`src/rtl/intra_filter_accumulator.sv`:
```
// Per-lane tap accumulator for intra angular prediction. It sums TAPS signed MCM
// products, then rounds, shifts and clips the total into an unsigned predicted sample.
module intra_filter_accumulator #(
  parameter int IN_W  = 16,
  parameter int TAPS  = 4,
  parameter int SHIFT = 6,
  parameter int OUT_W = 8
) (
  input  logic                   clk,
  input  logic                   rst_n,
  input  logic                   in_valid,
  output logic                   in_ready,
  input  logic signed [IN_W-1:0] in_product,
  output logic                   out_valid,
  input  logic                   out_ready,
  output logic [OUT_W-1:0]       out_sample,
  output logic                   busy
);

  localparam int CNT_W = $clog2(TAPS);
  localparam int ACC_W = IN_W + $clog2(TAPS) + 1;
  localparam int RND_W = ACC_W + 1;
  localparam logic [CNT_W-1:0]        LAST_TAP = CNT_W'(TAPS - 1);
  localparam logic signed [RND_W-1:0] ROUND    = RND_W'(longint'(1) << (SHIFT - 1));
  localparam logic signed [RND_W-1:0] MAX_R    = RND_W'((longint'(1) << OUT_W) - 1);

  logic [CNT_W-1:0]        tap_cnt_q, tap_cnt_d;
  logic signed [ACC_W-1:0] acc_q, acc_d;
  logic                    out_valid_q, out_valid_d;
  logic [OUT_W-1:0]        out_sample_q, out_sample_d;

  logic                    accept;
  logic                    final_tap;
  logic signed [ACC_W-1:0] prod_ext;
  logic signed [ACC_W-1:0] sum;
  logic signed [RND_W-1:0] rounded;
  logic signed [RND_W-1:0] shifted;
  logic [OUT_W-1:0]        clipped;

  assign final_tap = (tap_cnt_q == LAST_TAP);
  assign in_ready  = !final_tap || !out_valid_q || out_ready;
  assign accept    = in_valid && in_ready;

  always_comb begin
    prod_ext = {{(ACC_W - IN_W){in_product[IN_W-1]}}, in_product};
    sum      = ((tap_cnt_q == '0) ? '0 : acc_q) + prod_ext;
    // One extra bit so the rounding offset cannot wrap a full-scale sum.
    rounded  = {sum[ACC_W-1], sum} + ROUND;
    shifted  = rounded >>> SHIFT;
    if (shifted < 0)
      clipped = '0;
    else if (shifted > MAX_R)
      clipped = '1;
    else
      clipped = shifted[OUT_W-1:0];
  end

  always_comb begin
    tap_cnt_d    = tap_cnt_q;
    acc_d        = acc_q;
    out_valid_d  = out_valid_q;
    out_sample_d = out_sample_q;

    if (out_valid_q && out_ready)
      out_valid_d = 1'b0;

    if (accept) begin
      if (final_tap) begin
        tap_cnt_d    = '0;
        acc_d        = '0;
        out_valid_d  = 1'b1;
        out_sample_d = clipped;
      end else begin
        tap_cnt_d = tap_cnt_q + 1'b1;
        acc_d     = sum;
      end
    end
  end

  always_ff @(posedge clk) begin
    if (!rst_n) begin
      tap_cnt_q    <= '0;
      acc_q        <= '0;
      out_valid_q  <= 1'b0;
      out_sample_q <= '0;
    end else begin
      tap_cnt_q    <= tap_cnt_d;
      acc_q        <= acc_d;
      out_valid_q  <= out_valid_d;
      out_sample_q <= out_sample_d;
    end
  end

  assign out_valid  = out_valid_q;
  assign out_sample = out_sample_q;
  assign busy       = (tap_cnt_q != '0);

endmodule

```
`config.mk`:
```
export PLATFORM = sky130hd
export DESIGN_NAME = intra_filter_accumulator
export DESIGN_NICKNAME = d
export VERILOG_FILES = /design/src/rtl/intra_filter_accumulator.sv
export SDC_FILE = /design/constraint.sdc
export NUM_CORES = 1
export LEC_CHECK = 0
export CAP_MARGIN = 10
export CORE_UTILIZATION = 35
export DETAILED_ROUTE_END_ITERATION = 7
export PLACE_DENSITY = 0.53
export SYNTH_ARGS = -nofsm -noshare
export SYNTH_HDL_FRONTEND = slang
export SYNTH_SLANG_ARGS = --single-unit
```
`constraint.sdc`:
```
create_clock -name clk -period 9.4 [get_ports clk]
set_input_delay 2.35 -clock clk [delete_from_list [all_inputs] [get_ports clk]]
set_output_delay 2.35 -clock clk [all_outputs]
set_load 0.005 [all_outputs]
```
==> impl_metrics.env <==
export IMPL_status="complete, no violations"
export IMPL_htree_num_levels=2
export IMPL_drtAntennaViolNets=0
export IMPL_ys_flop_type="dfxtp_1"
export IMPL_grt_pass1_vias=2335
export IMPL_fmax_ghz=0.1717
export IMPL_seq_area_um2=600.6
export IMPL_path_buf_inv=2
export IMPL_netlist_instances=317
export IMPL_crit_path_max_incr_delay_ns=0.52
export IMPL_die_x_um=88.83
export IMPL_syn_area_um2=2639
export IMPL_cts_max_path_buffers=2
export IMPL_final_area_um2=3103
export IMPL_cp_common_cell="clkdlybuf4s50_1"
export IMPL_clock_sinks=30
export IMPL_synth_top_area_cell="dfxtp_1"
export IMPL_p_sw_share_pct=34.03
export IMPL_cts_tree="built"
export IMPL_min_path_cells=2
export IMPL_grt_use_total_pct=19.55
export IMPL_port_buffer_count=30
export IMPL_drtPass1Iterations=5
export IMPL_cts_setup_buffers=0
export IMPL_cts_buffers=5
export IMPL_finalWirelength_um=7099
export IMPL_cts_root_buf="clkbuf_8"
export IMPL_tightestPinTransition_ns=0.9879
export IMPL_slew_headroom_pct=33.98
export IMPL_ys_warn_count=0
export IMPL_syn_num_nets=359
export IMPL_nets=383
export IMPL_vdd_drop_max_v=0.00006322
export IMPL_avgRoutedWirePerCell_um=16.10
export IMPL_globalplace_congestion=0.9003
export IMPL_multi_input_area_um2=1953
export IMPL_clkTransAtPathRegs_ns=0.06
export IMPL_synthArstFlopShare_pct=0
export IMPL_dp_slack_ns=3.431
export IMPL_p_int_uw=243.4
export IMPL_n_antenna_cell=0
export IMPL_postCtsHoldBufs=0
export IMPL_syn_area_per_cell_um2=8.324
export IMPL_yosysTopAreaCellShare_pct=22.76
export IMPL_rsz0062_at_grt="false"
export IMPL_drt_iter0_markers=79
export IMPL_io_pins=31
export IMPL_seq_power_share_pct=37.4
export IMPL_synth_area_leaders="dfxtp_1 (23%), ha_1 (10%), nor2b_1 (8.3%)"
export IMPL_netlist_top_cells_count="nor2b_1 (35), dfxtp_1 (30), nand2_1 (29)"
export IMPL_layout_setup_ws_ns=3.577
export IMPL_min_path_type="reg2reg"
export IMPL_finalSetupViolCount=0
export IMPL_fp_row_count=31
export IMPL_path_class="in2out"
export IMPL_critPathSlowestCell="clkdlybuf4s50_1"
export IMPL_syn_to_final_growth_pct=17.59
export IMPL_power_density_nw_per_um2=118.9
export IMPL_drc=0
export IMPL_timing_final_crit_share_pct=61.95
export IMPL_num_vias=2403
export IMPL_design_die_area_um2=7891
export IMPL_fillCellCount=771
export IMPL_switching_power_uw=125.5
export IMPL_min_to="acc_q[0]"
export IMPL_layout_drive_gt1_share_pct=8.187
export IMPL_fp_dieH_um=88.83
export IMPL_synth_seq_cells=30
export IMPL_fin_skew_ns=0.004676
export IMPL_insertion_delay_ns=0.29
export IMPL_synth_most_common_cell="nor2b_1"
export IMPL_cts_resized=0
export IMPL_gr_total_overflow=0
export IMPL_vias_per_cell=5.449
export IMPL_crit_path_end_kind="output pin"
export IMPL_fin_tns_setup_ns=0
export IMPL_worstPathCellList="clkdlybuf4s50_1, nand3b_1, clkdlybuf4s50_1"
export IMPL_r2r_start="tap_cnt_q[0]"
export IMPL_placed_area_um2=3012
export IMPL_pwr_share_clk_pct=30.1
export IMPL_fin_crit_ns=5.823
export IMPL_max_cap_violations=0
export IMPL_pwr_share_comb_pct=32.4
export IMPL_cp_data_required_time_ns=7.05
export IMPL_final_max_slew_viol_count=0
export IMPL_start_util_pct=36.38
export IMPL_ys_types=57
export IMPL_dp_hpwl_um=5329
export IMPL_cp_top_family="buffers and inverters"
export IMPL_r2r_end="out_sample[2]"
export IMPL_antenna_found_initial=0
export IMPL_reg2regPathDepth=14
export IMPL_critPathMaxFanout=3
export IMPL_grt_max_degree=26
export IMPL_grt_pass1_wl_um=11450
export IMPL_worstSetupStartpointType="input port"
export IMPL_hold_violations=0
export IMPL_p_leak_uw=0.001175
export IMPL_ys_seq_area_share_pct=22.76
export IMPL_synth_edf_count=0
export IMPL_worstHoldStart="acc_q[0]"
export IMPL_critPathArrivalTime_ns=3.47
export IMPL_reg2reg_setup_slack_ns=4.97
export IMPL_core_area_um2=7253
[cells in the final DEF (no fill, tap or decap), types with 4 or more instances in the layout]
cell,count
nor4_1,4
xor2_1,6
a21o_1,4
o21a_1,4
ha_1,21
dfxtp_1,30
clkbuf_8,6
nor3_1,12
clkdlybuf4s50_1,30
and2_1,4
o21ai_1,5
a21boi_0,6
nand2_1,29
nor2_1,8
nor2b_1,35
xnor2_1,17
inv_1,7
o311ai_1,7
and3_1,6
nand3_1,4
and4_1,5
a21oi_1,16
a22oi_1,15
o21ai_0,7
[flip-flops by register name, indices dropped and copies added, names as in the netlist]
register    count
tap_cnt_q       2
out_sample      8
out_valid       1
acc_q          19
[worst min-delay path: stages (launching register included)]
cell,delay [ns]
dfxtp_1,0.31
nand2_1,0.05
a21boi_0,0.06
[stage by stage]
| step | total power (µW) | utilization [%] | std cells | hold slack [ns] |
|---|---|---|---|---|
| 2_1_floorplan | 225.5 | - | 317 | 0.4363 |
| 3_3_place_gp | 260.3 | 41.52 | 433 | 0.4507 |
| 3_5_place_dp | 260.4 | 41.52 | 433 | 0.4633 |
| 4_1_cts | 375.0 | 42.78 | 441 | 0.4723 |
| 5_1_grt | 392.8 | 42.78 | 441 | 0.5029 |
| 6_report | 368.9 | 42.78 | 441 | 0.4663 |
[metal layers]
metal,up-vias,GRT usage [%],share of wire (%)
met2,37,34.34,48
li1,1223,-,-
met5,-,0,0
met3,8,3.265,3.0
met4,0,6.158,1.3
met1,1135,24.30,47
[cell type report]
type,count,share of cell area [%]
clock inverters,1,0.1613
repair buffers,31,9.919
flip-flops and latches,30,19.35
multi-input cells,266,62.94
inverters,7,0.8468
clock buffers,7,2.782
well taps,99,3.992
[kinds of logic after synthesis]
group / count (synthesis) / synth area share [%]
flops: 30 / 22.76
simple gates: 125 / 27.12
xor+xnor: 24 / 8.250
mux: 2 / 0.8061
buf+inv: 21 / 3.224
compound gates: 93 / 27.12
fa+ha+maj: 22 / 10.72
[power by group through the flow]
stage / Combinational, µW / Clock (µW) / Sequential (µW)
global route: 132 / 122 / 139
floorplan: 85.7 / 0 / 140
detailed placement: 119 / 0 / 141
global placement: 119 / 0 / 141
finish: 120 / 111 / 138
CTS: 120 / 117 / 138
[worst max-delay path by stage]
stage,from,to,cells past startpoint
6_report,out_ready,in_ready,3
5_1_grt,in_product[0],out_sample[2],13
4_1_cts,out_ready,in_ready,3
3_5_place_dp,in_product[0],out_sample[2],13
3_3_place_gp,in_product[0],out_sample[5],13
2_1_floorplan,in_product[0],out_sample[1],12
No activity file was read; power rests on OpenSTA's default activity.
